**config.mk**
```make
export PLATFORM = sky130hd
export DESIGN_NAME = beam_scan_controller
export DESIGN_NICKNAME = d
export VERILOG_FILES = /design/src/rtl/beam_scan_controller.sv
export SDC_FILE = /design/constraint.sdc
export NUM_CORES = 1
export LEC_CHECK = 0
export ABC_CLOCK_PERIOD_IN_PS = 4830
export CORE_MARGIN = 2
export CORE_UTILIZATION = 52
export CTS_CLUSTER_SIZE = 28
export DETAILED_ROUTE_END_ITERATION = 7
export PLACE_DENSITY = 0.72
export SKIP_CTS_REPAIR_TIMING = 1
export SKIP_LAST_GASP = 1
export SYNTH_ARGS = -nofsm -noshare
export SYNTH_HDL_FRONTEND = slang
export SYNTH_SLANG_ARGS = --single-unit
export TNS_END_PERCENT = 1
```
**constraint.sdc**
```tcl
create_clock -name clk -period 4.83 [get_ports clk]
set_input_delay 0.7245 -clock clk [delete_from_list [all_inputs] [get_ports clk]]
set_output_delay 0.7245 -clock clk [all_outputs]
set_load 0.005 [all_outputs]
```
**src/rtl/beam_scan_controller.sv**
```systemverilog
// Direction-of-arrival scan sequencer: steps delay_select through every steering
// direction, integrates |beam sum| per direction, then locks onto the loudest one.
module beam_scan_controller #(
    parameter int NUM_DIRS      = 32,
    parameter int SETTLE_FRAMES = 16,
    parameter int DWELL_FRAMES  = 256,
    parameter int DATA_W        = 23,
    parameter int ACC_W         = 32
) (
    input  logic              clk,
    input  logic              rst,
    input  logic              lr_clk,
    input  logic [DATA_W-1:0] sum_in,
    input  logic              scan_en,
    input  logic              rescan,
    input  logic [4:0]        manual_sel,
    output logic [4:0]        delay_select,
    output logic [4:0]        best_dir,
    output logic [ACC_W-1:0]  best_energy,
    output logic              busy,
    output logic              scan_done
);

    typedef enum logic [2:0] {IDLE, SETTLE, DWELL, EVAL, LOCK} state_t;

    localparam int MAX_FRAMES = (SETTLE_FRAMES > DWELL_FRAMES) ? SETTLE_FRAMES : DWELL_FRAMES;
    localparam int CNT_W      = $clog2(MAX_FRAMES + 1);

    state_t             state_reg, state_next;
    logic               lr_q_reg;
    logic [4:0]         dir_reg, dir_next;
    logic [CNT_W-1:0]   frame_cnt_reg, frame_cnt_next;
    logic [ACC_W-1:0]   acc_reg, acc_next;
    logic [4:0]         best_dir_reg, best_dir_next;
    logic [ACC_W-1:0]   best_energy_reg, best_energy_next;
    logic [4:0]         delay_select_reg, delay_select_next;

    logic               tick;
    logic [DATA_W-1:0]  abs_val;
    logic [ACC_W:0]     acc_sum;

    assign tick = lr_clk & ~lr_q_reg;

    // Two's-complement negate as unsigned: the most-negative input maps to 2^(DATA_W-1) exactly.
    assign abs_val = sum_in[DATA_W-1] ? (~sum_in + DATA_W'(1)) : sum_in;
    assign acc_sum = {1'b0, acc_reg} + {{(ACC_W + 1 - DATA_W){1'b0}}, abs_val};

    always_ff @(posedge clk) begin
        if (rst) begin
            state_reg        <= IDLE;
            lr_q_reg         <= 1'b0;
            dir_reg          <= '0;
            frame_cnt_reg    <= '0;
            acc_reg          <= '0;
            best_dir_reg     <= '0;
            best_energy_reg  <= '0;
            delay_select_reg <= '0;
        end else begin
            state_reg        <= state_next;
            lr_q_reg         <= lr_clk;
            dir_reg          <= dir_next;
            frame_cnt_reg    <= frame_cnt_next;
            acc_reg          <= acc_next;
            best_dir_reg     <= best_dir_next;
            best_energy_reg  <= best_energy_next;
            delay_select_reg <= delay_select_next;
        end
    end

    always_comb begin
        state_next        = state_reg;
        dir_next          = dir_reg;
        frame_cnt_next    = frame_cnt_reg;
        acc_next          = acc_reg;
        best_dir_next     = best_dir_reg;
        best_energy_next  = best_energy_reg;
        delay_select_next = delay_select_reg;

        // Dropping scan_en aborts from anywhere and outranks rescan; best result is kept.
        if (state_reg != IDLE && !scan_en) begin
            state_next = IDLE;
        end else begin
            case (state_reg)
                IDLE: begin
                    delay_select_next = manual_sel;
                    if (scan_en) begin
                        dir_next         = '0;
                        frame_cnt_next   = '0;
                        best_dir_next    = '0;
                        best_energy_next = '0;
                        state_next       = SETTLE;
                    end
                end
                SETTLE: begin
                    delay_select_next = dir_reg;
                    if (tick) begin
                        if (frame_cnt_reg == CNT_W'(SETTLE_FRAMES - 1)) begin
                            frame_cnt_next = '0;
                            acc_next       = '0;
                            state_next     = DWELL;
                        end else begin
                            frame_cnt_next = frame_cnt_reg + CNT_W'(1);
                        end
                    end
                end
                DWELL: begin
                    if (tick) begin
                        acc_next = acc_sum[ACC_W] ? {ACC_W{1'b1}} : acc_sum[ACC_W-1:0];
                        if (frame_cnt_reg == CNT_W'(DWELL_FRAMES - 1)) begin
                            state_next = EVAL;
                        end else begin
                            frame_cnt_next = frame_cnt_reg + CNT_W'(1);
                        end
                    end
                end
                EVAL: begin
                    // Strict compare so ties stay with the lower index.
                    if (acc_reg > best_energy_reg || dir_reg == 5'd0) begin
                        best_energy_next = acc_reg;
                        best_dir_next    = dir_reg;
                    end
                    if (dir_reg == 5'(NUM_DIRS - 1)) begin
                        state_next = LOCK;
                    end else begin
                        dir_next       = dir_reg + 5'd1;
                        frame_cnt_next = '0;
                        state_next     = SETTLE;
                    end
                end
                LOCK: begin
                    delay_select_next = best_dir_reg;
                    if (rescan) begin
                        dir_next         = '0;
                        frame_cnt_next   = '0;
                        best_dir_next    = '0;
                        best_energy_next = '0;
                        state_next       = SETTLE;
                    end
                end
                default: state_next = IDLE;
            endcase
        end
    end

    assign delay_select = delay_select_reg;
    assign best_dir     = best_dir_reg;
    assign best_energy  = best_energy_reg;
    assign busy         = (state_reg == SETTLE) || (state_reg == DWELL) || (state_reg == EVAL);
    assign scan_done    = (state_reg == LOCK);

endmodule

```
==> results of run 1 <==
-- placed cells by master (no fill, tap or decap), types with 10 or more instances in the layout --
cell,synthesis,final
o31ai_1,40,40
nor3b_1,32,32
nor3_1,16,16
nor2b_1,11,11
nand4_1,13,13
inv_1,46,46
nand3_1,40,40
xnor2_1,28,28
nor2_1,52,51
xor2_1,16,16
clkdlybuf4s50_1,0,75
dfxtp_1,92,92
ha_1,62,62
and3_1,13,13
o21a_1,11,11
a21oi_1,61,60
o21ai_0,44,44
a21o_1,23,23
buf_4,1,21
nand2b_1,10,10
o21ai_1,14,14
o22ai_1,13,13
nand2_1,60,60
-- worst max-delay path, stage by stage --
cell and delay, ns:
clkdlybuf4s50_1 0.45, inv_1 0.09, ha_1 0.17, nand2_1 0.07
or3_1 0.34, nand2b_1 0.23, o41ai_1 0.33, xnor2_1 0.13
ha_1 0.39, nand2_1 0.10, nor3_1 0.38, nor4_2 0.14
a211oi_4 0.31, a221oi_4 0.13, buf_4 0.19, o31a_1 0.27
o21ai_0 0.15, a21oi_1 0.08
-- metrics by stage --
step / instances / hold slack, ns / util [%] / worst slack, ns
after floorplan: 844 / 0.447 / - / 0.588
after global placement: 1067 / 0.472 / 61.0 / 0.166
after detailed placement: 1067 / 0.483 / 61.0 / 0.0384
after CTS: 1082 / 0.498 / 63.1 / 0.389
after global routing: 1083 / 0.505 / 63.2 / 0.0627
final: 1083 / 0.497 / 63.2 / 0.365
-- layer usage --
metal / track usage (%) / share of wire [%]
met5: 0 / 0
met2: 44.7 / 47
met4: 6.78 / 1.2
met3: 3.49 / 4.7
met1: 34.3 / 47
-- kinds of logic (layout without fill, tap and decap cells) --
| kind of cell | Yosys count | after routing |
|---|---|---|
| flip-flops | 92 | 92 |
| adder cells (fa/ha/maj) | 63 | 63 |
| buffers and inverters | 92 | 159 |
| multiplexers | 8 | 8 |
| AND/OR/NAND/NOR | 278 | 278 |
| AO/OA/AOI/OAI | 267 | 267 |
| XOR/XNOR | 44 | 44 |
-- where the power goes --
group / switching [uW] / internal [uW]
sequential: 50.3 / 788
clock: 293 / 373
combinational: 355 / 245
-- final timing paths --
path | to | slack [ns] | startpoint | depth (start not counted)
hold reg to reg | delay_select[2] | 0.50 | delay_select[2] | 2
setup / recovery | acc_reg[28] | 0.37 | sum_in[1] | 18
setup reg to reg | best_energy[28] | 1.64 | state_reg[2] | 8
hold / removal | delay_select[2] | 0.50 | delay_select[2] | 2
-- cell type report --
cell class | instances | area [um2] | share of cell area (%)
Multi-Input combinational cell | 660 | 4540 | 57.0
Sequential cell | 92 | 1840 | 23.1
Timing Repair Buffer | 97 | 928 | 11.6
Clock buffer | 13 | 260 | 3.26
Tap cell | 172 | 215 | 2.70
Inverter | 47 | 176 | 2.21
Clock inverter | 2 | 10.0 | 0.125
==> results.yml, run 1 <==
die:
  row_count: 41
  boundaryPins: 77
  start_util_pct: 53.4
  die_h_um: 118
  dieArea_mm2: 0.0139
  die_width_um: 118
  core_region_area_mm2: 0.0126
worst_setup_path:
  cp-end-kind: "flop"
  worstPathArrival_ns: 4.67
  startpoint_type: "input pin"
  cp_max_fo: 6
  worstSetupPathType: "input pin to flop"
  cp.required_ns: 5.03
synth:
  syn_inst: 844
  synth_edf_count: 0
  yosys_warnings: 0
  synth_nets: 940
  synth_top_family_by_area: "compound AO/OA/AOI/OAI gates"
  synth-simple-area-share_pct: 22.1
  synth.distinct_cells: 66
  yosysTopAreaCellShare_pct: 27.3
  synth.top_cells.by_count: "92 x dfxtp_1, 62 x ha_1, 61 x a21oi_1"
  synth_flop_cell: "dfxtp_1"
  synth_area_leaders: "dfxtp_1 27%, ha_1 12%, a21oi_1 4.5%, o31ai_1 4.5%, xnor2_1 3.6%"
  muxShareOfSynthArea_pct: 1.19
  synth_seq_area_share_pct: 27.3
  synth_seq_cells: 92
  synth_compound_area_share_pct: 26.5
  synth-async-reset-ratio_pct: 0
  syn_area_mm2: 0.00674
  yosys.area.top_type: "dfxtp_1"
  synth_xor_area_share_pct: 5.72
  synthAdderAreaFrac_pct: 11.8
  synth_most_common_cell: "dfxtp_1"
  avgSynthCellArea_um2: 7.98
place:
  placed_cell_area_mm2: 0.00770
  place.gp.congestion: 0.868
  dp_hpwl_um: 13400
  port_buffers: 76
job:
  maxCapViolCount: 0
power:
  total_power_uw: 2100
  power.density_mw_per_mm2: 264
  irDropWorstVdd_v: 0.000202
  p_leak_uw: 0.00315
detailed_routing:
  via_per_inst: 6.09
  drc: 0
  wl_um: 18000
  drtIter0Drc: 547
  dr.pass1.iters: 5
  ant_nets: 0
  wire_per_inst_um: 16.6
  vias: 6595
cts:
  clkSlewWorstSetupHoldPaths_ns: 0.06
  cts_buffers: 9
  cts_tree: "done"
  worstSkewPairLatency_ns: 0.35
  cts.sinks: 92
  cts-root-buf: "clkbuf_16"
  cts_max_path_buffers: 2
  h-tree-depth: 3
grt:
  antenna_found_initial: 0
  overflow: 0
  grt_usage_pct: 26.0
  grt_pass1_wl_um: 30000
  grt_max_degree: 65
  grt_pass1_vias: 6130
sta:
  finalSetupViolCount: 0
  fin_skew_ns: 0.00797
  tightestPinTransition_ns: 0.988
  slew_headroom_pct: 34.2
  tns_ns: 0
  slew_violations: 0
  min_period_ns: 4.46
  fmax_ghz: 0.224
  rsz0062_at_grt: "false"
  finalHoldViolCount: 0
  timing.final.crit_share_pct: 92.4
final_layout:
  drive_above_1_share_pct: 6.04
  num-fill-cells: 1121
  antennaDiodeCount: 0
  num-nets-final: 1003
  area_growth_pct: 18.4
  fin_area_mm2: 0.00798
min_path:
  hold_path_class: "flop to flop"
outcome:
  run_status: "finished clean"
No activity file was read; power rests on OpenSTA's default activity.
==> inputs of run 2 (changes only) <==
- CORE_ASPECT_RATIO: default -> 2
==> results.yml, run 2 (synthesis gave the netlist of run 1 again) <==
worst_setup_path:
  r2r_end: "best_energy[27]"
  startpoint_type: "input pin"
  cp_max_fo: 6
  slowest_delay_ns: 0.44
  worstPathArrival_ns: 4.69
  worstPathCellList: "clkdlybuf4s50_1 > inv_1 > ha_1 > nand2_1 > or3_1 > nand2b_1 > o41ai_1 > xnor2_1 > ha_1 > a21o_1 > a21o_1 > a21oi_1 > nand3_1 > buf_4 > o211ai_1 > a21oi_1 > xnor2_1 > a211oi_1"
  r2r_cells: 8
  worstReg2RegStart: "state_reg[2]"
  critPathSlowestCell: "clkdlybuf4s50_1"
  r2r_setup_slack_ns: 1.68
  worstSetupPathType: "input pin to flop"
  cp.required_ns: 5.02
  cp-end-kind: "flop"
cts:
  worstSkewPairLatency_ns: 0.34
  cts_max_path_buffers: 2
  cts.sinks: 92
  cts_tree: "done"
  h-tree-depth: 3
  cts_buffers: 9
  cts-root-buf: "clkbuf_16"
  clkSlewWorstSetupHoldPaths_ns: 0.06
place:
  dp_hpwl_um: 14500
  place.gp.congestion: 0.911
  port_buffers: 76
  dp.cells: 1044
  dpl_worst_slack_ns: -0.0319
detailed_routing:
  drc: 0
  dr.pass1.iters: 5
  wl_um: 18900
  vias: 6605
  wire_per_inst_um: 17.8
  via_per_inst: 6.23
  drtIter0Drc: 317
  ant_nets: 0
min_path:
  hold_path_class: "flop to flop"
  hold-path-endpoint: "acc_reg[0]"
  worstHoldStart: "acc_reg[0]"
  whs_path_depth: 2
final_layout:
  final_core_util_pct: 63.1
  layout_common_cells: "92 x dfxtp_1, 75 x clkdlybuf4s50_1, 62 x ha_1"
  final_common_cell: "dfxtp_1"
  area_growth_pct: 18.3
  num-nets-final: 1001
  antennaDiodeCount: 0
  final_cells: 1060
  drive_above_1_share_pct: 6.15
outcome:
  run_status: "finished clean"
sta:
  finalHoldViolCount: 0
  fin_hold_ws_ns: 0.487
  finalSetupViolCount: 0
  worst_slack_ns: 0.337
  slew_violations: 0
  timing.final.crit_share_pct: 93.0
  fmax_ghz: 0.223
  tightestPinTransition_ns: 0.907
  rsz0062_at_grt: "true"
  fin_skew_ns: 0.0111
  min_period_ns: 4.49
  slew_headroom_pct: 39.5
power:
  p_leak_uw: 0.00315
  combPwrFrac_pct: 28.2
  p_int_uw: 1450
  netSwitchingFraction_pct: 32.8
  total_power_uw: 2150
  p_clk_share_pct: 32.8
  seq_power_share_pct: 39.0
  power.density_mw_per_mm2: 270
  p_switching_uw: 706
  irDropWorstVdd_v: 0.000337
grt:
  antenna_found_initial: 0
  grt_usage_pct: 27.3
  overflow: 0
  grt_pass1_wl_um: 31200
  busiest_layer: "met2"
  met2_usage_pct: 51.4
  grt_max_degree: 67
  gr-usage-met3_pct: 2.35
  grt_pass1_vias: 6596
  grtUsageMet1_pct: 29.7
die:
  row_count: 58
  die_width_um: 84.5
  dieArea_mm2: 0.0139
  die_h_um: 165
  start_util_pct: 53.3
  core_region_area_mm2: 0.0126
  boundaryPins: 77
job:
  maxCapViolCount: 0
## run 2: changes by cell type in the layout (fill, tap and decap cells not counted)
cell | previous run | this run
buf_4 | 21 | 19
bufinv_16 | 0 | 1
clkbuf_8 | 2 | 1
clkinv_4 | 0 | 1
nand3_1 | 40 | 39
nand3_2 | 0 | 1
nor3_1 | 16 | 15
nor3_2 | 0 | 1
## run 2: routing by layer
layer / vias up / wire [um]
li1: 3217 / -
met1: 3140 / 7190
met2: 195 / 10200
met3: 53 / 605
met4: 0 / 883
met5: - / 0
## run 2: critical path: cells and delay by family
kind / cells / cell delay [ns]
compound gates: 7 / 1.45
simple gates: 4 / 0.91
buf+inv: 3 / 0.73
fa+ha+maj: 2 / 0.46
xor+xnor: 2 / 0.40
## run 2: power groups by stage
stage | clock network (uW) | logic [uW] | registers (uW)
2_1_floorplan | 0 | 439 | 822
3_3_place_gp | 0 | 585 | 854
3_5_place_dp | 0 | 602 | 855
4_1_cts | 716 | 604 | 839
5_1_grt | 746 | 669 | 846
6_report | 707 | 607 | 841
## run 2: cell type report
class,instances,area [um2]
Fill cell,1161,4660
Clock inverter,4,48.8
Inverter,47,176
Timing Repair Buffer,95,913
Sequential cell,92,1840
Multi-Input combinational cell,660,4550
Tap cell,150,188
Clock buffer,12,246
## run 2: how the worst max path moves through the flow
stage / from / end / slack [ns] / depth (start not counted)
CTS: sum_in[1] / acc_reg[30] / 0.32 / 18
global placement: sum_in[1] / acc_reg[21] / 0.07 / 18
finish: sum_in[1] / acc_reg[21] / 0.34 / 18
global route: sum_in[1] / acc_reg[26] / -0.02 / 18
detailed placement: sum_in[1] / acc_reg[28] / -0.03 / 18
floorplan: sum_in[12] / acc_reg[19] / 0.59 / 15
## run 2: through the flow
step	area, um2	setup TNS [ns]
after floorplan	6740	0
after global placement	7670	0
after detailed placement	7670	-0.0574
after CTS	7960	0
after global routing	7970	-0.0294
final	7970	0
